`src/rtl/multi_cycle_pkg.sv`:
```
// Shared definitions for the multi-cycle MIPS control unit: state encoding,
// opcode constants, select encodings and the decoded control word.
// Optional feature macro used by the top level: MULTI_CYCLE_MEM_WAIT_EN.
package multi_cycle_pkg;

    localparam int OP_W    = 6;
    localparam int STATE_W = 4;

    // One state per instruction phase; 13-15 are unused encodings.
    typedef enum logic [STATE_W-1:0] {
        IDLE     = 4'd0,
        FETCH    = 4'd1,
        DECODE   = 4'd2,
        MEM_ADDR = 4'd3,
        MEM_RD   = 4'd4,
        MEM_WB   = 4'd5,
        MEM_WR   = 4'd6,
        R_EXEC   = 4'd7,
        R_WB     = 4'd8,
        BRANCH   = 4'd9,
        JUMP     = 4'd10,
        I_EXEC   = 4'd11,
        I_WB     = 4'd12
    } state_t;

    // Opcodes (IR[31:26])
    localparam logic [OP_W-1:0] OP_R    = 6'b000000;
    localparam logic [OP_W-1:0] OP_LW   = 6'b100011;
    localparam logic [OP_W-1:0] OP_SW   = 6'b101011;
    localparam logic [OP_W-1:0] OP_BEQ  = 6'b000100;
    localparam logic [OP_W-1:0] OP_J    = 6'b000010;
    localparam logic [OP_W-1:0] OP_ADDI = 6'b001000;

    // ALU operation select
    localparam logic [1:0] ALU_ADD   = 2'b00;
    localparam logic [1:0] ALU_SUB   = 2'b01;
    localparam logic [1:0] ALU_FUNCT = 2'b10;

    // ALU B-operand select
    localparam logic [1:0] SRC_B_REG    = 2'b00;
    localparam logic [1:0] SRC_B_FOUR   = 2'b01;
    localparam logic [1:0] SRC_B_IMM    = 2'b10;
    localparam logic [1:0] SRC_B_IMM_SH = 2'b11;

    // Next-PC source select
    localparam logic [1:0] PCS_ALU    = 2'b00;
    localparam logic [1:0] PCS_ALUOUT = 2'b01;
    localparam logic [1:0] PCS_JUMP   = 2'b10;

    // Full set of datapath controls produced for one state
    typedef struct packed {
        logic       pc_write;
        logic       pc_write_cond;
        logic       ir_write;
        logic       mem_read;
        logic       mem_write;
        logic       i_or_d;
        logic       reg_write;
        logic       reg_dst;
        logic       mem_to_reg;
        logic       alu_src_a;
        logic [1:0] alu_src_b;
        logic [1:0] alu_op;
        logic [1:0] pc_source;
    } ctrl_t;

    // True for the six opcodes this controller implements
    function automatic logic is_known_op(input logic [OP_W-1:0] op);
        return (op == OP_R) || (op == OP_LW) || (op == OP_SW) ||
               (op == OP_BEQ) || (op == OP_J) || (op == OP_ADDI);
    endfunction

endpackage

```
`src/rtl/multi_cycle_ctrl_outdec.sv`:
```
// Combinational state -> control word decoder for the multi-cycle controller.
// Pure Moore decode; memory-ready qualification is applied by the top level.
module multi_cycle_ctrl_outdec
    import multi_cycle_pkg::*;
(
    input  state_t i_state,
    output ctrl_t  o_ctrl
);

    // Map each phase to the enables and selects it needs; all else stays 0
    always_comb begin
        o_ctrl = '0;
        case (i_state)
            FETCH: begin
                o_ctrl.mem_read  = 1'b1;
                o_ctrl.ir_write  = 1'b1;
                o_ctrl.pc_write  = 1'b1;
                o_ctrl.alu_src_b = SRC_B_FOUR;
                o_ctrl.alu_op    = ALU_ADD;
                o_ctrl.pc_source = PCS_ALU;
            end
            DECODE: begin
                // Branch target computed speculatively into ALUOut
                o_ctrl.alu_src_b = SRC_B_IMM_SH;
            end
            MEM_ADDR: begin
                o_ctrl.alu_src_a = 1'b1;
                o_ctrl.alu_src_b = SRC_B_IMM;
                o_ctrl.alu_op    = ALU_ADD;
            end
            MEM_RD: begin
                o_ctrl.mem_read = 1'b1;
                o_ctrl.i_or_d   = 1'b1;
            end
            MEM_WB: begin
                o_ctrl.reg_write  = 1'b1;
                o_ctrl.mem_to_reg = 1'b1;
            end
            MEM_WR: begin
                o_ctrl.mem_write = 1'b1;
                o_ctrl.i_or_d    = 1'b1;
            end
            R_EXEC: begin
                o_ctrl.alu_src_a = 1'b1;
                o_ctrl.alu_src_b = SRC_B_REG;
                o_ctrl.alu_op    = ALU_FUNCT;
            end
            R_WB: begin
                o_ctrl.reg_write = 1'b1;
                o_ctrl.reg_dst   = 1'b1;
            end
            BRANCH: begin
                o_ctrl.alu_src_a     = 1'b1;
                o_ctrl.alu_src_b     = SRC_B_REG;
                o_ctrl.alu_op        = ALU_SUB;
                o_ctrl.pc_write_cond = 1'b1;
                o_ctrl.pc_source     = PCS_ALUOUT;
            end
            JUMP: begin
                o_ctrl.pc_write  = 1'b1;
                o_ctrl.pc_source = PCS_JUMP;
            end
            I_EXEC: begin
                o_ctrl.alu_src_a = 1'b1;
                o_ctrl.alu_src_b = SRC_B_IMM;
                o_ctrl.alu_op    = ALU_ADD;
            end
            I_WB: begin
                o_ctrl.reg_write = 1'b1;
            end
            default: o_ctrl = '0;
        endcase
    end

endmodule

```
`src/rtl/multi_cycle_ctrl.sv`:
```
// Multi-cycle MIPS control FSM: state register, next-state logic and
// memory-ready qualification; control word decoded by multi_cycle_ctrl_outdec.
// Optional macro MULTI_CYCLE_MEM_WAIT_EN adds memory wait states in
// FETCH, MEM_RD and MEM_WR.
module multi_cycle_ctrl
    import multi_cycle_pkg::*;
(
    input  logic               clk,
    input  logic               rst_n,
    input  logic [OP_W-1:0]    opcode,
    input  logic               mem_ready,
    output logic               pc_write,
    output logic               pc_write_cond,
    output logic               ir_write,
    output logic               mem_read,
    output logic               mem_write,
    output logic               i_or_d,
    output logic               reg_write,
    output logic               reg_dst,
    output logic               mem_to_reg,
    output logic               alu_src_a,
    output logic [1:0]         alu_src_b,
    output logic [1:0]         alu_op,
    output logic [1:0]         pc_source,
    output logic               illegal_op,
    output logic [STATE_W-1:0] state
);

    state_t r_state;
    ctrl_t  w_ctrl;
    logic   w_ready;
    logic   w_fetch_hold;

`ifdef MULTI_CYCLE_MEM_WAIT_EN
    assign w_ready = mem_ready;
`else
    // Every memory access completes in one cycle; mem_ready has no effect
    assign w_ready = mem_ready | 1'b1;
`endif

    // While FETCH waits on memory, PC and IR must not load
    assign w_fetch_hold = (r_state == FETCH) && !w_ready;

    // Phase sequencing: one phase per clock, memory phases may stretch
    always_ff @(posedge clk or negedge rst_n) begin
        if (!rst_n) begin
            r_state <= IDLE;
        end else begin
            case (r_state)
                IDLE:     r_state <= FETCH;
                FETCH:    if (w_ready) r_state <= DECODE;
                DECODE: begin
                    case (opcode)
                        OP_LW, OP_SW: r_state <= MEM_ADDR;
                        OP_R:         r_state <= R_EXEC;
                        OP_BEQ:       r_state <= BRANCH;
                        OP_J:         r_state <= JUMP;
                        OP_ADDI:      r_state <= I_EXEC;
                        default:      r_state <= FETCH;
                    endcase
                end
                MEM_ADDR: begin
                    if (opcode == OP_LW)      r_state <= MEM_RD;
                    else if (opcode == OP_SW) r_state <= MEM_WR;
                    else                      r_state <= FETCH;
                end
                MEM_RD:   if (w_ready) r_state <= MEM_WB;
                MEM_WB:   r_state <= FETCH;
                MEM_WR:   if (w_ready) r_state <= FETCH;
                R_EXEC:   r_state <= R_WB;
                R_WB:     r_state <= FETCH;
                BRANCH:   r_state <= FETCH;
                JUMP:     r_state <= FETCH;
                I_EXEC:   r_state <= I_WB;
                I_WB:     r_state <= FETCH;
                default:  r_state <= FETCH;
            endcase
        end
    end

    multi_cycle_ctrl_outdec u_outdec (
        .i_state (r_state),
        .o_ctrl  (w_ctrl)
    );

    assign pc_write      = w_ctrl.pc_write & ~w_fetch_hold;
    assign ir_write      = w_ctrl.ir_write & ~w_fetch_hold;
    assign pc_write_cond = w_ctrl.pc_write_cond;
    assign mem_read      = w_ctrl.mem_read;
    assign mem_write     = w_ctrl.mem_write;
    assign i_or_d        = w_ctrl.i_or_d;
    assign reg_write     = w_ctrl.reg_write;
    assign reg_dst       = w_ctrl.reg_dst;
    assign mem_to_reg    = w_ctrl.mem_to_reg;
    assign alu_src_a     = w_ctrl.alu_src_a;
    assign alu_src_b     = w_ctrl.alu_src_b;
    assign alu_op        = w_ctrl.alu_op;
    assign pc_source     = w_ctrl.pc_source;
    assign illegal_op    = (r_state == DECODE) && !is_known_op(opcode);
    assign state         = r_state;

endmodule

```
`config.mk`:
```
export PLATFORM = sky130hd
export DESIGN_NAME = multi_cycle_ctrl
export DESIGN_NICKNAME = d
export VERILOG_FILES = /design/src/rtl/multi_cycle_pkg.sv /design/src/rtl/multi_cycle_ctrl_outdec.sv /design/src/rtl/multi_cycle_ctrl.sv
export SDC_FILE = /design/constraint.sdc
export NUM_CORES = 1
export LEC_CHECK = 0
export CORE_MARGIN = 8
export CORE_UTILIZATION = 32
export CTS_CLUSTER_DIAMETER = 150
export DETAILED_ROUTE_END_ITERATION = 10
export PLACE_DENSITY = 0.73
export SYNTH_ARGS = -nofsm -noshare
export SYNTH_HDL_FRONTEND = slang
export SYNTH_SLANG_ARGS = --single-unit
```
`constraint.sdc`:
```
create_clock -name clk -period 1.3 [get_ports clk]
set_input_delay 0.26 -clock clk [delete_from_list [all_inputs] [get_ports clk]]
set_output_delay 0.26 -clock clk [all_outputs]
set_load 0.01 [all_outputs]
```
==> key figures, run 1 <==
Status
  – Status: finished, violations left
  – Failing checks: negative setup slack

Power and ir drop
  – VDD IR max: 0.000668 V
  – Pleak: 0.589 nW
  – PD cells: 1060 nW/um2

STA
  – Slew @ Worst Pin: 234 ps
  – Sum Neg Setup Slack: -4900 ps
  – Worst clock skew: 5.56 ps
  – Slew margin rel.: 0.843
  – RSZ-0062 raised after global routing: true
  – Hold Vio Cnt, Final: 0
  – Final Cycle Share: 1.29
  – Fin crit period: 1680 ps
  – Final Max Tran Viols: 0
  – Setup violators final: 21
  – Hold WS: 231 ps
  – Setup ws final: -375 ps
  – Fmax: 0.597 GHz

Clocking
  – CTS Buf Count: 3
  – # hold bufs at CTS: 0
  – Clock-pin slew on the worst setup and hold paths: 40 ps
  – Max clock buf depth: 2
  – H-tree levels: 1
  – Worst skew pair latency: 240 ps
  – TritonCTS clock tree: done
  – Root Driver: clkbuf_4
  – Clock sinks: 4

Place
  – Placed insts: 131
  – Cell Area, Placed: 1010 um2
  – Place WS: -726 ps
  – Hpwl dp: 1.55 mm
  – GPL Wtd Cong: 0.818
  – Port buffer count: 28

Synth
  – Post-Syn Area: 504 um2
  – Synthesis-stage register bit count: 4
  – Share of flip-flops with an asynchronous set or reset: 1.00
  – Yosys warns: 0
  – Leading area contributor after synthesis: dfrtp_1
  – Synth top area share: 0.199
  – Cell variety after synth: 35
  – Synth top area cells: dfrtp_1 (20%), nor2_1 (7.4%), a211oi_1 (4.5%)
  – Top FF cell, synth: dfrtp_1
  – Post-Synthesis Cells: 65
  – Syn Area/Cell: 7.76 um2
  – Synth Net Count: 74
  – Seq/Total Area, Yosys: 0.199
  – Number of synthesized flops with an enable pin: 0

Setup path
  – CP max FO: 4
  – Crit Path Category: reg -> out
  – Crit end category: output pin
  – Worst R2R Start: state[3]
  – Critical path arrival: 1420 ps
  – Reg-to-Reg End: state[2]
  – Crit path required time: 1040 ps
  – Reg2reg path depth: 5
  – Crit start category: flip-flop
  – Worst R2R Setup Slack: -110 ps

Routing
  – Final WL: 2.67 mm
  – DRC Markers: 0
  – DR WL/cell: 17.9 um
  – DR vias/cell: 5.34
  – Total number of vias: 795
  – Post-DRT Antenna Nets: 0
  – DR pass1 iterations: 2
  – Initial DRC count: 7

Run
  – Max Cap Violations: 0

Die
  – Rows: 14
  – Die H: 55.7 um
  – DIE AREA: 3100 um2
  – Starting density of the core: 0.339
  – # IOs: 30
  – Core Box Area: 1490 um2
  – Die X: 55.7 um

Final layout
  – Layout area overhead: 157%
  – Antenna fix cells: 0
  – Share of layout cells above drive strength 1: 0.789
  – Final net count: 144
  – Max FFs per register: 4
  – Design area: 1300 um2
  – Post-route insts no fill: 149

Global routing
  – Initial antenna violation count: 0
  – First-pass GRT wire length: 3.69 mm
  – Largest net degree at the start of global routing: 8
  – GRT Overall Usage: 0.142
  – Vias in the first global route: 831
  – Grt ovf: 0

Min path
  – Hold Crit Class: in -> async
[Yosys cell counts (2+ instances only)]
| library cell | number |
|---|---|
| nor2b_1 | 3 |
| a211oi_1 | 3 |
| nand2_1 | 5 |
| inv_1 | 2 |
| buf_2 | 2 |
| buf_4 | 3 |
| nor2_1 | 10 |
| nor3_1 | 4 |
| a21oi_1 | 2 |
| o2111ai_1 | 2 |
| nand2b_1 | 2 |
| dfrtp_1 | 4 |
[power breakdown]
group	switching (mW)	total, mW	internal (mW)
registers	0.0344	0.181	0.147
logic	0.459	1.03	0.569
clock network	0.0597	0.164	0.104
total	0.553	1.37	0.819
[per-stage QoR]
| stage | utilization | total power [mW] |
|---|---|---|
| floorplan | - | 0.509 |
| global placement | 0.678 | 0.911 |
| detailed placement | 0.678 | 0.921 |
| CTS | 0.735 | 1.13 |
| global route | 0.871 | 1.45 |
| finish | 0.871 | 1.37 |
[layout make-up]
type	instances	area (um2)
flip-flops and latches	4	105
well taps	16	20.0
repair buffers	71	621
fillers	81	191
clock buffers	3	22.5
multi-input cells	53	522
inverters	2	7.51
[cells by family (layout without fill, tap and decap cells)]
group / Yosys count / count (layout) / share of synthesized area
AOI/OAI and AO/OA: 15 / 15 / 0.221
muxes: 1 / 1 / 0.0199
DFF: 4 / 4 / 0.199
xor gates and xnor gates: 2 / 2 / 0.0347
buffers and inverters: 8 / 76 / 0.102
and+or+nand+nor: 35 / 35 / 0.424
[what timing repair did]
item / in CTS / in global routing
gates resized for setup: 118 / 39
pin swaps: 8 / 13
endpoints found under the setup margin: 24 / 24
buffers inserted: 7 / 9
[how the worst max path moves through the flow]
stage               slack (ps)    endpoint  cells past startpoint      start
floorplan                  -20  illegal_op                      3   state[2]
global placement          -660  illegal_op                      5  opcode[0]
detailed placement        -730  illegal_op                      5  opcode[0]
CTS                       -310  illegal_op                      4   state[2]
global route              -440    pc_write                      5   state[3]
finish                    -380    pc_write                      5   state[3]
[placed cells by master, fill, tap and decap left out, types with 2 or more instances in the layout]
cell type	n
a211oi_2	2
nor2_2	4
clkdlybuf4s50_1	2
buf_4	23
dfrtp_2	4
o2111ai_1	2
nor2_1	3
nand2b_4	2
nor2_4	3
nor3_4	2
and3_4	2
nor2b_4	2
nand2_1	4
nor3_2	2
buf_6	27
clkbuf_4	3
buf_2	12
dlygate4sd2_1	5
[routing by layer]
| metal | GRT usage | share of wire | wire (um) | vias to the layer above |
|---|---|---|---|---|
| met1 | 0.123 | 0.34 | 906 | 375 |
| met2 | 0.272 | 0.55 | 1460 | 32 |
| met4 | 0.0739 | 0.058 | 155 | 0 |
| met3 | 0.0502 | 0.056 | 149 | 12 |
| li1 | - | - | - | 376 |
| met5 | 0 | 0 | 0 | - |
[critical path, stage by stage (launching register included)]
cell	delay (ps)
dfrtp_2	430
buf_6	140
and2b_2	230
mux2i_1	70
nor2_1	130
buf_2	170
Power figures use the tool's default switching activity.
==> run 2: changes to the inputs <==
--- a/config.mk
+++ b/config.mk
@@ -5,9 +5,11 @@
 export SDC_FILE = /design/constraint.sdc
 export NUM_CORES = 1
 export LEC_CHECK = 0
+export CAP_MARGIN = 20
 export CORE_MARGIN = 8
 export CORE_UTILIZATION = 32
 export CTS_CLUSTER_DIAMETER = 150
+export CTS_CLUSTER_SIZE = 28
 export DETAILED_ROUTE_END_ITERATION = 10
 export PLACE_DENSITY = 0.73
 export SYNTH_ARGS = -nofsm -noshare
==> results of run 2 <==
The final DEF is identical to that of run 1; final timing and power are the same.
==> run 3: changes to the inputs <==
--- a/config.mk
+++ b/config.mk
@@ -11,7 +11,9 @@
 export CTS_CLUSTER_DIAMETER = 150
 export CTS_CLUSTER_SIZE = 28
 export DETAILED_ROUTE_END_ITERATION = 10
-export PLACE_DENSITY = 0.73
+export GPL_ROUTABILITY_DRIVEN = 0
+export MAX_ROUTING_LAYER = met4
+export PLACE_DENSITY = 0.85
 export SYNTH_ARGS = -nofsm -noshare
 export SYNTH_HDL_FRONTEND = slang
 export SYNTH_SLANG_ARGS = --single-unit
==> run 3 against run 2 <==
  * Core utilization shrank 6.9 points
  * Critical path depth is the same
  * Worst setup slack got worse by 50 ps
  * The flow still finishes with violations (negative setup slack)
  * Clock skew is 12 ps higher
  * Via count down 2.1%
  * First-iteration DRC count rose to 4.1 times the previous value
  * Clock power is essentially flat
  * Critical endpoint is now mem_read
  * Count of clock-buffer cells in the layout unchanged
  * Power is 10% lower
  * Critical path type unchanged
  * Final cell count decreased by 2.7%
  * Register-to-register slack got worse by 170 ps
  * Sequential power about the same
==> key figures, run 3 (synthesis results as in run 1) <==
Place
  – Placed insts: 129 (-1.5%)
  – Port buffer count: 28 (unchanged)
  – Cell Area, Placed: 995 um2 (-1.5%)
  – Hpwl dp: 1.47 mm (-5.2%)

Routing
  – Wire length on met2: 1.38 mm (-5.5%)
  – DR pass1 iterations: 4 (+2)
  – Met1 wire length: 965 um (+6.5%)
  – Final WL: 2.59 mm (-2.9%)
  – Initial DRC count: 29 (+22)
  – DR vias/cell: 5.37 (+0.56%)
  – Post-DRT Antenna Nets: 0 (unchanged)
  – Max Used Layer: met4
  – Routed wl met3: 206 um (+38%)
  – DR WL/cell: 17.9 um (-0.24%)
  – DRC Markers: 0 (unchanged)
  – Total number of vias: 778 (-2.1%)

Final layout
  – Layout area overhead: 137%
  – Share of layout cells above drive strength 1: 0.752 (-0.0375)
  – Final net count: 140 (-2.8%)
  – Commonest non-fill, non-tap cell in the layout: buf_4
  – Antenna fix cells: 0 (unchanged)
  – Design area: 1190 um2 (-7.9%)
  – Commonest cells after routing, fill and taps aside: buf_4 (28), buf_6 (16), buf_2 (14)
  – Max FFs per register: 4 (unchanged)
  – Post-route insts no fill: 145 (-2.7%)

Power and ir drop
  – VDD IR max: 0.000740 V (+11%)
  – PD cells: 1030 nW/um2 (-2.4%)
  – Pleak: 0.562 nW (-4.7%)
  – Design Power: 1.23 mW (-10%)

Global routing
  – Initial antenna violation count: 0 (unchanged)
  – Largest net degree at the start of global routing: 7 (-1)
  – GRT Overall Usage: 0.155 (+0.0131)
  – Vias in the first global route: 821 (-1.2%)
  – First-pass GRT wire length: 3.94 mm (+6.7%)
  – Grt ovf: 0 (unchanged)

Clocking
  – Clock-pin slew on the worst setup and hold paths: 50 ps (about the same)
  – Worst skew pair latency: 250 ps (about the same)
  – H-tree levels: 1 (unchanged)
  – Max clock buf depth: 2 (unchanged)
  – Clock sinks: 4 (unchanged)
  – TritonCTS clock tree: done
  – CTS Buf Count: 3 (unchanged)
  – Root Driver: clkbuf_4
  – # hold bufs at CTS: 0 (unchanged)

STA
  – Setup violators final: 21 (unchanged)
  – Fmax: 0.580 GHz (-2.9%)
  – Fin crit period: 1730 ps (+49.9 ps)
  – Slew margin rel.: 0.820 (-0.0233)
  – Setup ws final: -425 ps (-49.9 ps)
  – Worst clock skew: 17.3 ps (+11.7 ps)
  – Hold Vio Cnt, Final: 0 (unchanged)
  – Slew @ Worst Pin: 270 ps (+35.9 ps)
  – Final Max Tran Viols: 0 (unchanged)
  – RSZ-0062 raised after global routing: true
  – Final Cycle Share: 1.33 (+0.0384)

Die
  – DIE AREA: 3100 um2 (unchanged)
  – Die H: 55.7 um (unchanged)
  – Die X: 55.7 um (unchanged)
  – # IOs: 30 (unchanged)
  – Rows: 14 (unchanged)
  – Core Box Area: 1490 um2 (unchanged)
  – Starting density of the core: 0.339 (unchanged)

Status
  – Status: finished, violations left
  – Failing checks: negative setup slack

Setup path
  – Worst R2R Setup Slack: -280 ps (-170 ps)
  – Crit end category: output pin
  – Crit start category: flip-flop
  – CP max FO: 5 (+1)
  – Critical path arrival: 1470 ps (+50 ps)
  – Crit Path Category: reg -> out
  – Crit path required time: 1040 ps (about the same)

Run
  – Max Cap Violations: 0 (unchanged)

Min path
  – Hold Crit Class: in -> async
## run 3: cell types whose count changed in the layout (fill, tap and decap cells not counted), sizes merged
cell / delta
buf: -4
clkdlybuf4s50: -1
dlygate4sd2: +1
## run 3: report_power, final
part           switching [mW]  leakage [nW]  internal, mW
clock network          0.0627        0.0138         0.104
registers              0.0336        0.0476         0.146
logic                   0.422         0.500         0.465
## run 3: final cells by class
cell class,instances,area [um2]
inverters,2,12.5
multi-input cells,53,488
repair buffers,67,548
flip-flops and latches,4,104
clock buffers,3,22.5
well taps,16,20.0
fillers,97,294
## run 3: per-stage QoR
stage | hold WS, ps | util | setup WS (ps) | setup TNS, ps
2_1_floorplan | -35.6 | - | -15.7 | -15.7
3_3_place_gp | 461 | 0.668 | -735 | -7620
3_5_place_dp | 468 | 0.668 | -806 | -8220
4_1_cts | 226 | 0.773 | -372 | -4630
5_1_grt | 243 | 0.803 | -449 | -6130
6_report | 212 | 0.803 | -425 | -5410
## run 3: worst max-delay path, stage by stage (launching register included)
cell     delay, ps
dfrtp_2        460
buf_6          160
buf_4          140
xnor2_1        150
nor3_2         150
buf_2          160
## run 3: per-layer routing
metal	vias up	GRT usage
met3	7	0.0411
met1	365	0.156
li1	366	-
met4	0	0.0423
met2	40	0.284
met5	-	-
## run 3: repair_timing
action	4_1_cts	5_1_grt
pin swaps	14	2
setup endpoints to repair	24	23
resized for setup	121	16
cloned	0	0
buffers inserted	13	1
## run 3: worst paths after layout
check,startpoint,end,cells past startpoint
worst max-delay path,state[0],mem_read,5
worst min-delay path,rst_n,state[2],1
max in group asynchronous,rst_n,state[1],1
worst min register to register,state[2],state[1],2
worst max register to register,state[3],state[2],7
min in group clk,opcode[1],state[2],4
